$ cat src/rtl/branch_ctrl_seq_if.sv
// Decode-side request and fetch-side resolution signals of the branch controller.
interface branch_ctrl_seq_if #(
    parameter int XLEN  = 32,
    parameter int CNT_W = 16
);
    logic             br_valid;
    logic             br_ready;
    logic             is_branch;
    logic             is_jal;
    logic             is_jalr;
    logic [2:0]       func_3;
    logic [XLEN-1:0]  rs1_data;
    logic [XLEN-1:0]  rs2_data;
    logic [XLEN-1:0]  pc;
    logic [XLEN-1:0]  imm;
    logic             redirect_valid;
    logic [XLEN-1:0]  redirect_pc;
    logic             link_valid;
    logic [XLEN-1:0]  link_data;
    logic             flush;
    logic             done;
    logic             misalign_exc;
    logic             illegal_exc;
    logic [CNT_W-1:0] taken_count;
    logic [CNT_W-1:0] resolved_count;

    modport master (
        output br_valid, is_branch, is_jal, is_jalr, func_3, rs1_data, rs2_data, pc, imm,
        input  br_ready, redirect_valid, redirect_pc, link_valid, link_data, flush, done,
               misalign_exc, illegal_exc, taken_count, resolved_count
    );

    modport slave (
        input  br_valid, is_branch, is_jal, is_jalr, func_3, rs1_data, rs2_data, pc, imm,
        output br_ready, redirect_valid, redirect_pc, link_valid, link_data, flush, done,
               misalign_exc, illegal_exc, taken_count, resolved_count
    );
endinterface

$ cat src/rtl/branch_ctrl_seq.sv
// Branch/jump resolution sequencer: evaluates one control-transfer op at a time,
// issues the PC redirect and holds the front-end flush.
module branch_ctrl_seq #(
    parameter int XLEN         = 32,
    parameter int FLUSH_CYCLES = 2,
    parameter int CNT_W        = 16
) (
    input logic              clk,
    input logic              rst_n,
    branch_ctrl_seq_if.slave bus
);
    localparam int              FC_W       = 4;
    localparam logic [FC_W-1:0] FLUSH_LOAD = FC_W'(FLUSH_CYCLES - 1);

    typedef enum logic [1:0] {S_IDLE, S_EVAL, S_REDIRECT, S_FLUSH} state_t;
    typedef enum logic [1:0] {OP_NONE, OP_BRANCH, OP_JAL, OP_JALR} op_t;

    state_t           state_q, state_d;
    logic [FC_W-1:0]  fcnt_q, fcnt_d;
    logic             done_q, done_d;
    logic             redir_q, redir_d;
    logic             link_q, link_d;
    logic             flush_q, flush_d;
    logic             mis_q, mis_d;
    logic             ill_q, ill_d;
    logic [XLEN-1:0]  redirect_pc_q, redirect_pc_d;
    logic [XLEN-1:0]  link_data_q, link_data_d;
    logic [CNT_W-1:0] taken_cnt_q, taken_cnt_d;
    logic [CNT_W-1:0] resolved_cnt_q, resolved_cnt_d;

    op_t              op_q, op_in;
    logic [2:0]       func3_q;
    logic [XLEN-1:0]  rs1_q, rs2_q, pc_q, imm_q;
    logic signed [XLEN-1:0] rs1_s, rs2_s;

    logic             accept, cond, taken, illegal;
    logic [XLEN-1:0]  target;

    function automatic logic [CNT_W-1:0] sat_inc(input logic [CNT_W-1:0] v);
        return (&v) ? v : v + CNT_W'(1);
    endfunction

    assign accept = bus.br_valid && (state_q == S_IDLE);
    assign rs1_s  = rs1_q;
    assign rs2_s  = rs2_q;

    always_comb begin
        op_in = OP_NONE;
        if (bus.is_jalr)        op_in = OP_JALR;
        else if (bus.is_jal)    op_in = OP_JAL;
        else if (bus.is_branch) op_in = OP_BRANCH;
    end

    // Operand capture is pure datapath and is only consumed after an accept.
    always_ff @(posedge clk) begin
        if (accept) begin
            op_q    <= op_in;
            func3_q <= bus.func_3;
            rs1_q   <= bus.rs1_data;
            rs2_q   <= bus.rs2_data;
            pc_q    <= bus.pc;
            imm_q   <= bus.imm;
        end
    end

    always_comb begin
        cond    = 1'b0;
        illegal = 1'b0;
        case (func3_q)
            3'b000:  cond = (rs1_q == rs2_q);
            3'b001:  cond = (rs1_q != rs2_q);
            3'b100:  cond = (rs1_s <  rs2_s);
            3'b101:  cond = (rs1_s >= rs2_s);
            3'b110:  cond = (rs1_q <  rs2_q);
            3'b111:  cond = (rs1_q >= rs2_q);
            default: illegal = (op_q == OP_BRANCH);
        endcase
        case (op_q)
            OP_JAL, OP_JALR: taken = 1'b1;
            OP_BRANCH:       taken = cond;
            default:         taken = 1'b0;
        endcase
        if (op_q == OP_JALR) target = (rs1_q + imm_q) & {{(XLEN-1){1'b1}}, 1'b0};
        else                 target = pc_q + imm_q;
    end

    always_comb begin
        state_d        = state_q;
        fcnt_d         = fcnt_q;
        done_d         = 1'b0;
        redir_d        = 1'b0;
        link_d         = 1'b0;
        flush_d        = 1'b0;
        mis_d          = 1'b0;
        ill_d          = 1'b0;
        redirect_pc_d  = redirect_pc_q;
        link_data_d    = link_data_q;
        taken_cnt_d    = taken_cnt_q;
        resolved_cnt_d = resolved_cnt_q;
        case (state_q)
            S_IDLE: begin
                if (accept) begin
                    state_d        = S_EVAL;
                    resolved_cnt_d = sat_inc(resolved_cnt_q);
                end
            end
            S_EVAL: begin
                state_d = S_IDLE;
                done_d  = 1'b1;
                if (illegal) begin
                    ill_d = 1'b1;
                end else if (taken && target[1]) begin
                    mis_d = 1'b1;
                end else if (taken) begin
                    // Strobes are registered, so they rise together with the REDIRECT state.
                    state_d       = S_REDIRECT;
                    redir_d       = 1'b1;
                    flush_d       = 1'b1;
                    redirect_pc_d = target;
                    taken_cnt_d   = sat_inc(taken_cnt_q);
                    if (op_q == OP_JAL || op_q == OP_JALR) begin
                        link_d      = 1'b1;
                        link_data_d = pc_q + XLEN'(4);
                    end
                end
            end
            S_REDIRECT: begin
                fcnt_d = FLUSH_LOAD;
                if (FLUSH_LOAD == '0) begin
                    state_d = S_IDLE;
                end else begin
                    state_d = S_FLUSH;
                    flush_d = 1'b1;
                end
            end
            S_FLUSH: begin
                fcnt_d = fcnt_q - FC_W'(1);
                if (fcnt_q == FC_W'(1)) begin
                    state_d = S_IDLE;
                end else begin
                    flush_d = 1'b1;
                end
            end
            default: state_d = S_IDLE;
        endcase
    end

    always_ff @(posedge clk or negedge rst_n) begin
        if (!rst_n) begin
            state_q        <= S_IDLE;
            fcnt_q         <= '0;
            done_q         <= 1'b0;
            redir_q        <= 1'b0;
            link_q         <= 1'b0;
            flush_q        <= 1'b0;
            mis_q          <= 1'b0;
            ill_q          <= 1'b0;
            redirect_pc_q  <= '0;
            link_data_q    <= '0;
            taken_cnt_q    <= '0;
            resolved_cnt_q <= '0;
        end else begin
            state_q        <= state_d;
            fcnt_q         <= fcnt_d;
            done_q         <= done_d;
            redir_q        <= redir_d;
            link_q         <= link_d;
            flush_q        <= flush_d;
            mis_q          <= mis_d;
            ill_q          <= ill_d;
            redirect_pc_q  <= redirect_pc_d;
            link_data_q    <= link_data_d;
            taken_cnt_q    <= taken_cnt_d;
            resolved_cnt_q <= resolved_cnt_d;
        end
    end

    assign bus.br_ready       = (state_q == S_IDLE);
    assign bus.redirect_valid = redir_q;
    assign bus.redirect_pc    = redirect_pc_q;
    assign bus.link_valid     = link_q;
    assign bus.link_data      = link_data_q;
    assign bus.flush          = flush_q;
    assign bus.done           = done_q;
    assign bus.misalign_exc   = mis_q;
    assign bus.illegal_exc    = ill_q;
    assign bus.taken_count    = taken_cnt_q;
    assign bus.resolved_count = resolved_cnt_q;
endmodule

$ cat src/flat_wrapper.sv
// flat-port wrapper written by rule: the top's interface ports become plain ports
module branch_ctrl_seq_flat 
#(
    parameter int XLEN         = 32,
    parameter int FLUSH_CYCLES = 2,
    parameter int CNT_W        = 16
)
  (clk, rst_n, bus_br_valid, bus_is_branch, bus_is_jal, bus_is_jalr, bus_func_3, bus_rs1_data, bus_rs2_data, bus_pc, bus_imm, bus_br_ready, bus_redirect_valid, bus_redirect_pc, bus_link_valid, bus_link_data, bus_flush, bus_done, bus_misalign_exc, bus_illegal_exc, bus_taken_count, bus_resolved_count);
  branch_ctrl_seq_if #(.XLEN(XLEN), .CNT_W(CNT_W)) bus_i ();
  input logic clk;
  input logic rst_n;
  input wire logic [$bits(bus_i.br_valid)-1:0] bus_br_valid;
  input wire logic [$bits(bus_i.is_branch)-1:0] bus_is_branch;
  input wire logic [$bits(bus_i.is_jal)-1:0] bus_is_jal;
  input wire logic [$bits(bus_i.is_jalr)-1:0] bus_is_jalr;
  input wire logic [$bits(bus_i.func_3)-1:0] bus_func_3;
  input wire logic [$bits(bus_i.rs1_data)-1:0] bus_rs1_data;
  input wire logic [$bits(bus_i.rs2_data)-1:0] bus_rs2_data;
  input wire logic [$bits(bus_i.pc)-1:0] bus_pc;
  input wire logic [$bits(bus_i.imm)-1:0] bus_imm;
  output wire logic [$bits(bus_i.br_ready)-1:0] bus_br_ready;
  output wire logic [$bits(bus_i.redirect_valid)-1:0] bus_redirect_valid;
  output wire logic [$bits(bus_i.redirect_pc)-1:0] bus_redirect_pc;
  output wire logic [$bits(bus_i.link_valid)-1:0] bus_link_valid;
  output wire logic [$bits(bus_i.link_data)-1:0] bus_link_data;
  output wire logic [$bits(bus_i.flush)-1:0] bus_flush;
  output wire logic [$bits(bus_i.done)-1:0] bus_done;
  output wire logic [$bits(bus_i.misalign_exc)-1:0] bus_misalign_exc;
  output wire logic [$bits(bus_i.illegal_exc)-1:0] bus_illegal_exc;
  output wire logic [$bits(bus_i.taken_count)-1:0] bus_taken_count;
  output wire logic [$bits(bus_i.resolved_count)-1:0] bus_resolved_count;
  assign bus_i.br_valid = bus_br_valid;
  assign bus_i.is_branch = bus_is_branch;
  assign bus_i.is_jal = bus_is_jal;
  assign bus_i.is_jalr = bus_is_jalr;
  assign bus_i.func_3 = bus_func_3;
  assign bus_i.rs1_data = bus_rs1_data;
  assign bus_i.rs2_data = bus_rs2_data;
  assign bus_i.pc = bus_pc;
  assign bus_i.imm = bus_imm;
  assign bus_br_ready = bus_i.br_ready;
  assign bus_redirect_valid = bus_i.redirect_valid;
  assign bus_redirect_pc = bus_i.redirect_pc;
  assign bus_link_valid = bus_i.link_valid;
  assign bus_link_data = bus_i.link_data;
  assign bus_flush = bus_i.flush;
  assign bus_done = bus_i.done;
  assign bus_misalign_exc = bus_i.misalign_exc;
  assign bus_illegal_exc = bus_i.illegal_exc;
  assign bus_taken_count = bus_i.taken_count;
  assign bus_resolved_count = bus_i.resolved_count;
  branch_ctrl_seq #(.XLEN(XLEN), .FLUSH_CYCLES(FLUSH_CYCLES), .CNT_W(CNT_W)) u_core (.clk(clk), .rst_n(rst_n), .bus(bus_i));
endmodule
$ cat config.mk
export PLATFORM = sky130hd
export DESIGN_NAME = branch_ctrl_seq_flat
export DESIGN_NICKNAME = d
export VERILOG_FILES = /design/src/rtl/branch_ctrl_seq_if.sv /design/src/rtl/branch_ctrl_seq.sv /design/src/flat_wrapper.sv
export SDC_FILE = /design/constraint.sdc
export NUM_CORES = 1
export LEC_CHECK = 0
export CAP_MARGIN = 20
export CORE_MARGIN = 2
export CORE_UTILIZATION = 30
export DETAILED_ROUTE_END_ITERATION = 12
export PLACE_DENSITY = 0.56
export SYNTH_ARGS = -nofsm -noshare
export SYNTH_HDL_FRONTEND = slang
export SYNTH_SLANG_ARGS = --single-unit
$ cat constraint.sdc
create_clock -name clk -period 14 [get_ports clk]
set_clock_uncertainty 0.15 [all_clocks]
set_input_delay 2.1 -clock clk [delete_from_list [all_inputs] [get_ports clk]]
set_output_delay 2.1 -clock clk [all_outputs]
set_load 0.01 [all_outputs]
==> metrics, run 1 <==
DR vias/cell 4.93; Slew Viols, Final 0; grt met2 use 0.260; grt total ovfl 0; DRT Pass-1 Iters 5; Critical Path RT roughly 14 ns; Initial Utilization 0.302; Synth Net Count roughly 1500; hold_buf cts 0; Post-CTS Setup Inserts 0; num ports between 200 and 250; slowest stage delay, CP 0.61 ns; CTS tree built; Synth Flop Type edfxtp_1; internal reg-to-reg setup slack approximately 9.5 ns; Total GRT Usage 0.164; core area about 44000 µm²; die width about 210 µm; Vias approximately 10000; area leader, netlist edfxtp_1; H-tree depth 1; Iter 0 DRT Violations 719; Die ar. 46000 µm²; Leakage roughly 6.9 nW; CP Capture Type register; clock latency on the worst-skew pair between 0.5 and 0.6 ns; worst path arrival time just under 5 ns; TNS Setup 0 ns; final wirelength between 30000 and 40000 µm; Crit path buffers/inverters 2; Final nets ~1700; max_slew headroom 0.351; initial antenna violation count 1; critical path type in2reg; Mapped Avg Cell Area around 11 µm²; CP max FO between 60 and 70; Max-Cap Viols 0; clock root cell clkbuf_16; Yosys reg bits ~240; CTS-repair resized insts 0; Setup Viol. Count Final 0; Worst IR Drop VDD between 0.08 and 0.09 mV; outcome completed; TritonCTS Sinks 241; Area contributors post-synth edfxtp_1 30%, dfrtp_1 20%, ha_1 9.2%, xor2_1 3.6%, a21oi_1 3.5%; Worst R2R Path Depth 11; slowest CP cell buf_4; Post-Layout Cell Count between 2000 and 2500; largest net degree at the start of global routing 74; worst setup path start bus_br_valid; worst hold path type reg2reg; Most Frequent Cell on Critical Path and3_1; Rows 77; final hold violations 0; drt drc 0; worst slew pin tran between 0.9 and 1 ns; RSZ-0062 raised after global routing no; Clk pin slew, worst setup/hold paths 0.06 ns; commonest cells in the netlist 133 x edfxtp_1, 108 x dfrtp_1, 98 x ha_1, 98 x nand2_1, 93 x a21oi_1; wire per inst 18.5 µm; buffers added on ports around 240; Yosys top cell area share 0.301; fmax 0.220 GHz; Die Height about 210 µm; Post-Syn Instances around 1200; crit path capture u_core.bus.resolved_count[11]; cts bufs inserted 29; area grow syn2layout 30.2%; sequential area share after synthesis 0.504; Post-synth EDFFs between 100 and 150; GP Congestion 0.867; # placed instances a little over 2000; # diodes 0; R2R Path Start u_core.rs1_q[31]; clk buf depth 3; Most Crowded Layer GR met2; critical path depth 10; synthesized cell area ~13000 µm²; fin crit period around 4.6 ns; first-pass GRT wire length between 50000 and 60000 µm; vias in the first global route 10275; crit-path leading delay family simple AND/OR/NAND/NOR gates; Synth Warn # 0; Critical R2R Capture u_core.bus.redirect_pc[9]; most common cell in the netlist edfxtp_1; met3 usage 0.0306; layout cells sized above 1 0.0530; grt met1 use 0.227; CP Launch Type input port; Distinct cells, synth between 70 and 80; Routed Antenna Nets 0; PwrDens between 150 and 200 nW/µm²; fin crit share 0.325; HPWL after detailed placement 29400 µm; Post-synth ARST share 0.448; critical path cell sequence clkdlybuf4s50_1, nand2b_1, nor2_4, buf_4, a21boi_1, and3_1, and3_1, nor2b_1, and3_1, xor2_1
## kinds of logic (layout without fill, tap and decap cells)
group | count (synthesis) | count (layout) | share of synthesized area
flops | 241 | 241 | 0.504
fa+ha+maj | 100 | 100 | 0.0953
buf+inv | 86 | 359 | 0.0261
compound gates | 289 | 289 | 0.142
xor+xnor | 98 | 98 | 0.0646
mux | 39 | 39 | 0.0323
simple gates | 364 | 364 | 0.135
## area by class of cell
type                    count  area [µm²]
clock buffers              41         791
clock inverters            13         150
well taps                 592         741
repair buffers            246        2440
inverters                  59         221
multi-input cells         890        6260
fillers                  4336       26600
flip-flops and latches    241        6700
## state kept, by name, summed over array words and instances, names as in the netlist, named ones only
| signal | flops |
|---|---|
| u_core.bus.done | 1 |
| u_core.bus.flush | 1 |
| u_core.bus.illegal_exc | 1 |
| u_core.bus.link_data | 32 |
| u_core.bus.link_valid | 1 |
| u_core.bus.misalign_exc | 1 |
| u_core.bus.redirect_pc | 32 |
| u_core.bus.redirect_valid | 1 |
| u_core.bus.resolved_count | 16 |
| u_core.bus.taken_count | 16 |
| u_core.fcnt_q | 4 |
| u_core.func3_q | 3 |
| u_core.imm_q | 32 |
| u_core.op_q | 2 |
| u_core.pc_q | 32 |
| u_core.rs1_q | 32 |
| u_core.rs2_q | 32 |
| u_core.state_q | 1 |
## layer usage
metal  part of all wire  wire [µm]  up-vias
li1                   -          -     4997
met1               0.47      18200     4913
met2               0.45      17200      294
met3              0.056       2150       53
met4              0.024        920        0
met5                  0          0        -
## power breakdown
group	total, mW	internal, mW	switching [mW]
Clock	0.750	0.448	0.302
Combinational	1.24	0.574	0.665
Sequential	1.11	0.967	0.146
## layout by cell type, fill, tap and decap left out, types with 22 or more instances in the layout
master and n:
nand3_1 42, xnor2_1 44, mux2_1 26, and3_1 25, nor2_1 77, clkdlybuf4s50_1 238
a21oi_1 93, ha_1 98, clkbuf_16 29, inv_1 58, nand4_1 22, xor2_1 54
nand2_1 98, nor3_1 31, dfrtp_1 108, a21o_1 27, o21ai_0 56, edfxtp_1 133
## stage by stage
stage | hold slack, ns | utilization | cell area (µm²) | total power, mW | setup WS, ns
CTS | 0.339 | 0.394 | 17300 | 3.14 | 9.27
global route | 0.354 | 0.394 | 17300 | 3.31 | 9.09
global placement | 0.318 | 0.372 | 16400 | 2.35 | 8.78
finish | 0.335 | 0.394 | 17300 | 3.10 | 9.45
detailed placement | 0.328 | 0.372 | 16400 | 2.37 | 8.72
floorplan | 0.336 | - | 13300 | 1.84 | 4.50
## worst reg2reg max path, cell delays in order, from the launching register on
cell and delay [ns]:
edfxtp_1 0.41, ha_1 0.43, nand4_1 0.23, nor4_1 0.68, or3b_1 0.49, xor2_1 0.17, nor3_1 0.17, o21ai_1 0.10
o211ai_1 0.20, nand2_1 0.29, inv_2 0.64, mux2_1 0.41
## worst min-delay path by stage
stage / from / endpoint / depth (start not counted) / slack, ns
after global placement: u_core.bus.redirect_pc[14] / u_core.bus.redirect_pc[14] / 1 / 0.32
final: u_core.bus.redirect_pc[14] / u_core.bus.redirect_pc[14] / 1 / 0.34
after CTS: u_core.bus.taken_count[9] / u_core.bus.taken_count[9] / 1 / 0.34
after detailed placement: u_core.bus.redirect_pc[14] / u_core.bus.redirect_pc[14] / 1 / 0.33
after global routing: u_core.bus.redirect_pc[19] / u_core.bus.redirect_pc[19] / 1 / 0.35
after floorplan: u_core.pc_q[0] / u_core.bus.link_data[0] / 1 / 0.34
(Power assumes the default switching activity.)
==> run 2: changes to the inputs <==
==> constraint.sdc (replaced) <==
create_clock -name clk -period 4.35 [get_ports clk]
set_clock_uncertainty 0.15 [all_clocks]
set_input_delay 0.6525 -clock clk [delete_from_list [all_inputs] [get_ports clk]]
set_output_delay 0.6525 -clock clk [all_outputs]
set_load 0.01 [all_outputs]
==> metrics, run 2 (synthesized netlist as in run 1, its figures left out) <==
Post-DP Area 16400 µm² (+0.41%); Iter 0 DRT Violations 662 (-7.9%); critical path cell sequence ha_1, nand4_1, nor4_4, or3b_1, xor2_1, nor3_1, o21ai_1, o211ai_1, nand2_1, inv_4, buf_12, mux2_1; initial antenna violation count 0 (-1); internal reg-to-reg setup slack 0.40 ns (-9.11 ns); Rows 77 (unchanged); CP Launch Type register; TNS Setup 0 ns (unchanged); outcome completed; Flop pwr share 0.344 (-0.015); Final nets 1710 (+0.35%); DRT Pass-1 Iters 5 (unchanged); Die Height 214 µm (unchanged); worst hold path type reg2reg; fin crit share 0.907; TritonCTS Sinks 241 (unchanged); clock latency on the worst-skew pair 0.57 ns (about the same); buffers added on ports 239 (unchanged); commonest non-fill, non-tap cells in the layout 238 x clkdlybuf4s50_1, 133 x edfxtp_1, 108 x dfrtp_1; WHS 0.332 ns (-0.00340 ns); CP Capture Type register; worst slew pin tran 0.793 ns (-0.181 ns); die width 214 µm (unchanged); first-pass GRT wire length 60800 µm (+3.9%); end-of-flow core utilization 0.400 (+0.00595); H-tree depth 1 (unchanged); commonest non-fill, non-tap cell in the layout clkdlybuf4s50_1; # placed instances 2032 (+0.20%); Sw Pwr 3.74 mW (+240%); Initial Utilization 0.302 (unchanged); layout cells sized above 1 0.0641 (+0.0111); cts bufs inserted 30 (+3.4%); Comb pwr share 0.390 (-0.009); Vias 10229 (-0.27%); Clk pin slew, worst setup/hold paths 0.06 ns (about the same); CP max FO 17 (-73%); Setup WS post-layout 0.403 ns (-9.04 ns); CTS tree built; Routed Antenna Nets 0 (unchanged); final hold violations 0 (unchanged); GP Congestion 0.875 (+0.91%); num ports 240 (unchanged); RSZ-0062 raised after global routing no; drt drc 0 (unchanged); crit-path leading delay family simple AND/OR/NAND/NOR gates; clk buf depth 3 (unchanged); slowest stage delay, CP 0.47 ns (-0.14 ns); Total GRT Usage 0.170 (+0.00676); PwrDens 595 nW/µm² (+230%); Sw Share 0.358 (-0.00117); critical path type reg2reg; HPWL after detailed placement 30600 µm (+4.1%); Setup Viol. Count Final 0 (unchanged); DR vias/cell 4.90 (-0.61%); vias in the first global route 10278 (+0.029%); max_slew headroom 0.470 (+0.119); fillers 4388 (+1.2%); Leakage 7.01 nW (+2.0%); Post-Layout Cell Count 2089 (+0.34%); final wirelength 39900 µm (+3.7%); Crit path buffers/inverters 2 (unchanged); Total Power 10.4 mW (+240%); Worst IR Drop VDD 0.338 mV (+280%); Internal 6.70 mW (+240%); core area 43900 µm² (unchanged); Clk pwr share 0.266 (+0.024); fmax 0.253 GHz; Max-Cap Viols 0 (unchanged); fin crit period approximately 3.9 ns; area grow syn2layout 32.2%; Die ar. 46000 µm² (unchanged); wire per inst 19.1 µm (+3.3%); clock root cell clkbuf_16; pre-CTS setup slack -0.0690 ns (-8.79 ns); # diodes 0 (unchanged); worst path arrival time 4.24 ns (-0.65 ns); Slew Viols, Final 0 (unchanged); slowest CP cell or3b_1; Design Area, Final 17600 µm² (+1.5%); Critical Path RT 4.64 ns (-9.70 ns); grt total ovfl 0 (unchanged); largest net degree at the start of global routing 134 (+81%)
[run 2: worst register-to-register path, delay by kind of cell (launching register included)]
kind            cells  cell delay [ns]
compound gates      2             0.27
mux                 1             0.33
simple gates        5             1.58
fa+ha+maj           1             0.42
flops               1             0.41
xor+xnor            1             0.17
buf+inv             2             0.48
[run 2: path summary, 6_finish.rpt]
check                                           start                         end  depth (start not counted)
max                                  u_core.rs1_q[31]  u_core.bus.redirect_pc[14]                         12
min                        u_core.bus.redirect_pc[17]  u_core.bus.redirect_pc[17]                          1
max reg2reg                          u_core.rs1_q[31]  u_core.bus.redirect_pc[14]                         12
min reg2reg                u_core.bus.redirect_pc[17]  u_core.bus.redirect_pc[17]                          1
max in group asynchronous                       rst_n    u_core.bus.link_data[22]                          3
min in group asynchronous                       rst_n     u_core.bus.link_data[1]                          2
[run 2: routing by layer]
metal	routed length [µm]	GRT usage	part of all wire	up-vias
met5	0	0	0	-
met4	699	0.0377	0.018	0
met3	1950	0.0321	0.049	44
met2	18100	0.277	0.45	261
met1	19100	0.236	0.48	4918
li1	-	-	-	5006
[run 2: area by class of cell]
class | instances | area [µm²] | area share
tap | 592 | 741 | 0.0422
clock buffer | 35 | 821 | 0.0467
sequential | 241 | 6700 | 0.381
multi-input combinational | 890 | 6270 | 0.357
timing repair buffer | 251 | 2520 | 0.144
clock inverter | 21 | 287 | 0.0163
inverter | 59 | 224 | 0.0128
[run 2: power by group through the flow]
stage               Combinational, mW  Sequential, mW  Clock [mW]
global placement                 4.04            3.63           0
detailed placement               4.07            3.63           0
CTS                              4.10            3.60        2.85
global route                     4.47            3.68        2.95
finish                           4.07            3.60        2.77
floorplan                        2.24            3.64           0
[run 2: what timing repair did]
item	in CTS	in global routing
hold endpoints to repair	5	0
setup endpoints to repair	14	14
buffers inserted	0	0
gates resized for setup	1	3
hold buffers	1	0
==> run 3: changes to the inputs <==
--- a/config.mk
+++ b/config.mk
@@ -6,7 +6,7 @@
 export NUM_CORES = 1
 export LEC_CHECK = 0
 export CAP_MARGIN = 20
-export CORE_MARGIN = 2
+export CORE_MARGIN = 1.5
 export CORE_UTILIZATION = 30
 export DETAILED_ROUTE_END_ITERATION = 12
 export PLACE_DENSITY = 0.56
==> metrics, run 3 (synthesized netlist as in run 1, its figures left out) <==
Internal 6.54 mW (-2.5%); PwrDens 587 nW/µm² (-1.3%); Seq. cell area 6700 µm² (unchanged); Worst IR Drop VDD 0.335 mV (-1.0%); worst slew pin tran 0.827 ns (+0.0338 ns); HPWL after detailed placement 30700 µm (+0.45%); pre-CTS setup slack 0.0202 ns (+0.0892 ns); fmax 0.249 GHz (-1.9%); Comb pwr share 0.400 (+0.010); clock root cell clkbuf_16; DR vias/cell 4.92 (+0.44%); Die ar. 45600 µm² (-0.93%); first-pass GRT wire length 60700 µm (-0.26%); Critical R2R Capture u_core.bus.redirect_pc[2]; outcome completed; Clk pwr share 0.249 (-0.017); grt total ovfl 0 (unchanged); hold endpoint u_core.bus.taken_count[11]; Total Power 10.2 mW (-2.0%); wire per inst 19.2 µm (+0.73%); area grow syn2layout 31.2%; R2R Path Start u_core.rs1_q[31]; clk buf depth 3 (unchanged); Leakage 6.94 nW (-1.0%); layout cells sized above 1 0.0608 (-0.00330); DRT Pass-1 Iters 5 (unchanged); Sw Share 0.361 (+0.00331); Slew Viols, Final 0 (unchanged); die width 213 µm (-0.47%); Die Height 213 µm (-0.47%); Flop pwr share 0.351 (+0.007); clock latency on the worst-skew pair 0.57 ns (about the same); TritonCTS Sinks 241 (unchanged); Routed Antenna Nets 0 (unchanged); H-tree depth 1 (unchanged); Sw Pwr 3.70 mW (-1.1%); Iter 0 DRT Violations 635 (-4.1%); critical path type reg2reg; Worst R2R Path Depth 12 (unchanged); Final nets 1710 (unchanged); Critical Path RT 4.64 ns (about the same); CTS tree built; multi-input gate area in the final layout 6260 µm² (-0.14%); core area 43400 µm² (-1.3%); fin crit period 4.02 ns (+0.0752 ns); Post-CTS Setup Inserts 0 (unchanged); hold wc startpoint u_core.bus.taken_count[11]; RSZ-0062 raised after global routing no; CP max FO 23 (+6); fillers 4301 (-2.0%); commonest non-fill, non-tap cells in the layout 238 x clkdlybuf4s50_1, 133 x edfxtp_1, 108 x dfrtp_1; GP Congestion 0.882 (+0.82%); drt drc 0 (unchanged); CP Launch Type register; TNS Setup 0 ns (unchanged); Initial Utilization 0.306 (+0.00398); worst hold path type reg2reg; CP Capture Type register; buffers added on ports 239 (unchanged); num ports 240 (unchanged); vias in the first global route 10446 (+1.6%); commonest non-fill, non-tap cell in the layout clkdlybuf4s50_1; Setup WS post-layout 0.327 ns (-0.0752 ns); Total GRT Usage 0.175 (+0.00438); final hold violations 0 (unchanged); Setup Viol. Count Final 0 (unchanged); cts bufs inserted 29 (-3.3%); Rows 76 (-1.3%); fin crit share 0.925 (+0.0173); Vias 10235 (+0.059%); initial antenna violation count 1 (+1); worst path arrival time 4.32 ns (+0.08 ns); # diodes 0 (unchanged); max_slew headroom 0.447 (-0.0230); largest net degree at the start of global routing 134 (unchanged); Clk pin slew, worst setup/hold paths 0.06 ns (about the same); internal reg-to-reg setup slack 0.33 ns (-0.08 ns); final wirelength 40000 µm (+0.35%); Hold Path Stages 1 (unchanged); Max-Cap Viols 0 (unchanged)
==> run 3: cell types whose count changed in the layout (fill, tap and decap cells not counted), sizes merged <==
| cell | change |
|---|---|
| buf | +1 |
| bufinv | -1 |
| clkinvlp | +1 |
| inv | -2 |
==> run 3: how the worst max path moves through the flow <==
stage / from / end / cells past startpoint
2_1_floorplan: bus_br_valid / u_core.bus.resolved_count[11] / 8
3_3_place_gp: u_core.rs1_q[31] / u_core.bus.redirect_pc[2] / 12
3_5_place_dp: u_core.rs1_q[31] / u_core.bus.redirect_pc[5] / 12
4_1_cts: u_core.rs1_q[31] / u_core.bus.redirect_pc[12] / 12
5_1_grt: u_core.rs1_q[31] / u_core.bus.redirect_pc[13] / 12
6_report: u_core.rs1_q[31] / u_core.bus.redirect_pc[2] / 12
==> run 3: what timing repair did <==
item | CTS | global route
hold buffers | 1 | 0
endpoints found under the setup margin | 0 | 21
hold endpoints to repair | 35 | 0
resized for setup | 0 | 1
==> run 3: routing by layer <==
layer  wire (µm)  global-route usage  share of wire  up-vias
met5           0                   0              0        -
met4         950              0.0442          0.024        0
met3        2220              0.0321          0.055       53
met2       17800               0.276           0.45      283
met1       19000               0.247           0.48     4893
li1            -                   -              -     5006
==> run 3: stage by stage <==
stage / hold slack (ns) / instances / util / cell area, µm²
after CTS: 0.342 / 2081 / 0.402 / 17400
after detailed placement: 0.329 / 2026 / 0.378 / 16400
after global placement: 0.317 / 2026 / 0.378 / 16400
after global routing: 0.357 / 2081 / 0.402 / 17400
final: 0.337 / 2081 / 0.402 / 17400
after floorplan: 0.207 / 1217 / - / 13300
==> run 3: worst max-delay path, cell delays in order, from the launching register on <==
cell,delay (ns)
edfxtp_1,0.43
ha_1,0.43
nand4_1,0.24
nor4_2,0.47
or3b_1,0.47
xor2_1,0.17
nor3_1,0.17
o21ai_1,0.11
o211ai_1,0.16
nand2_1,0.28
inv_2,0.26
buf_12,0.21
mux2_1,0.33
==> run 3: power by group through the flow <==
stage	Combinational (mW)	Sequential, mW	Clock, mW
after global routing	4.52	3.67	2.71
final	4.09	3.59	2.55
after floorplan	2.24	3.64	0
after CTS	4.11	3.60	2.63
after global placement	4.05	3.62	0
after detailed placement	4.09	3.63	0
==> run 3: final cells by class <==
cell class | instances | share of cell area
inverter | 59 | 0.0127
clock inverter | 19 | 0.0138
sequential | 241 | 0.384
multi-input combinational | 890 | 0.359
timing repair buffer | 252 | 0.144
tap | 585 | 0.0420
clock buffer | 35 | 0.0435
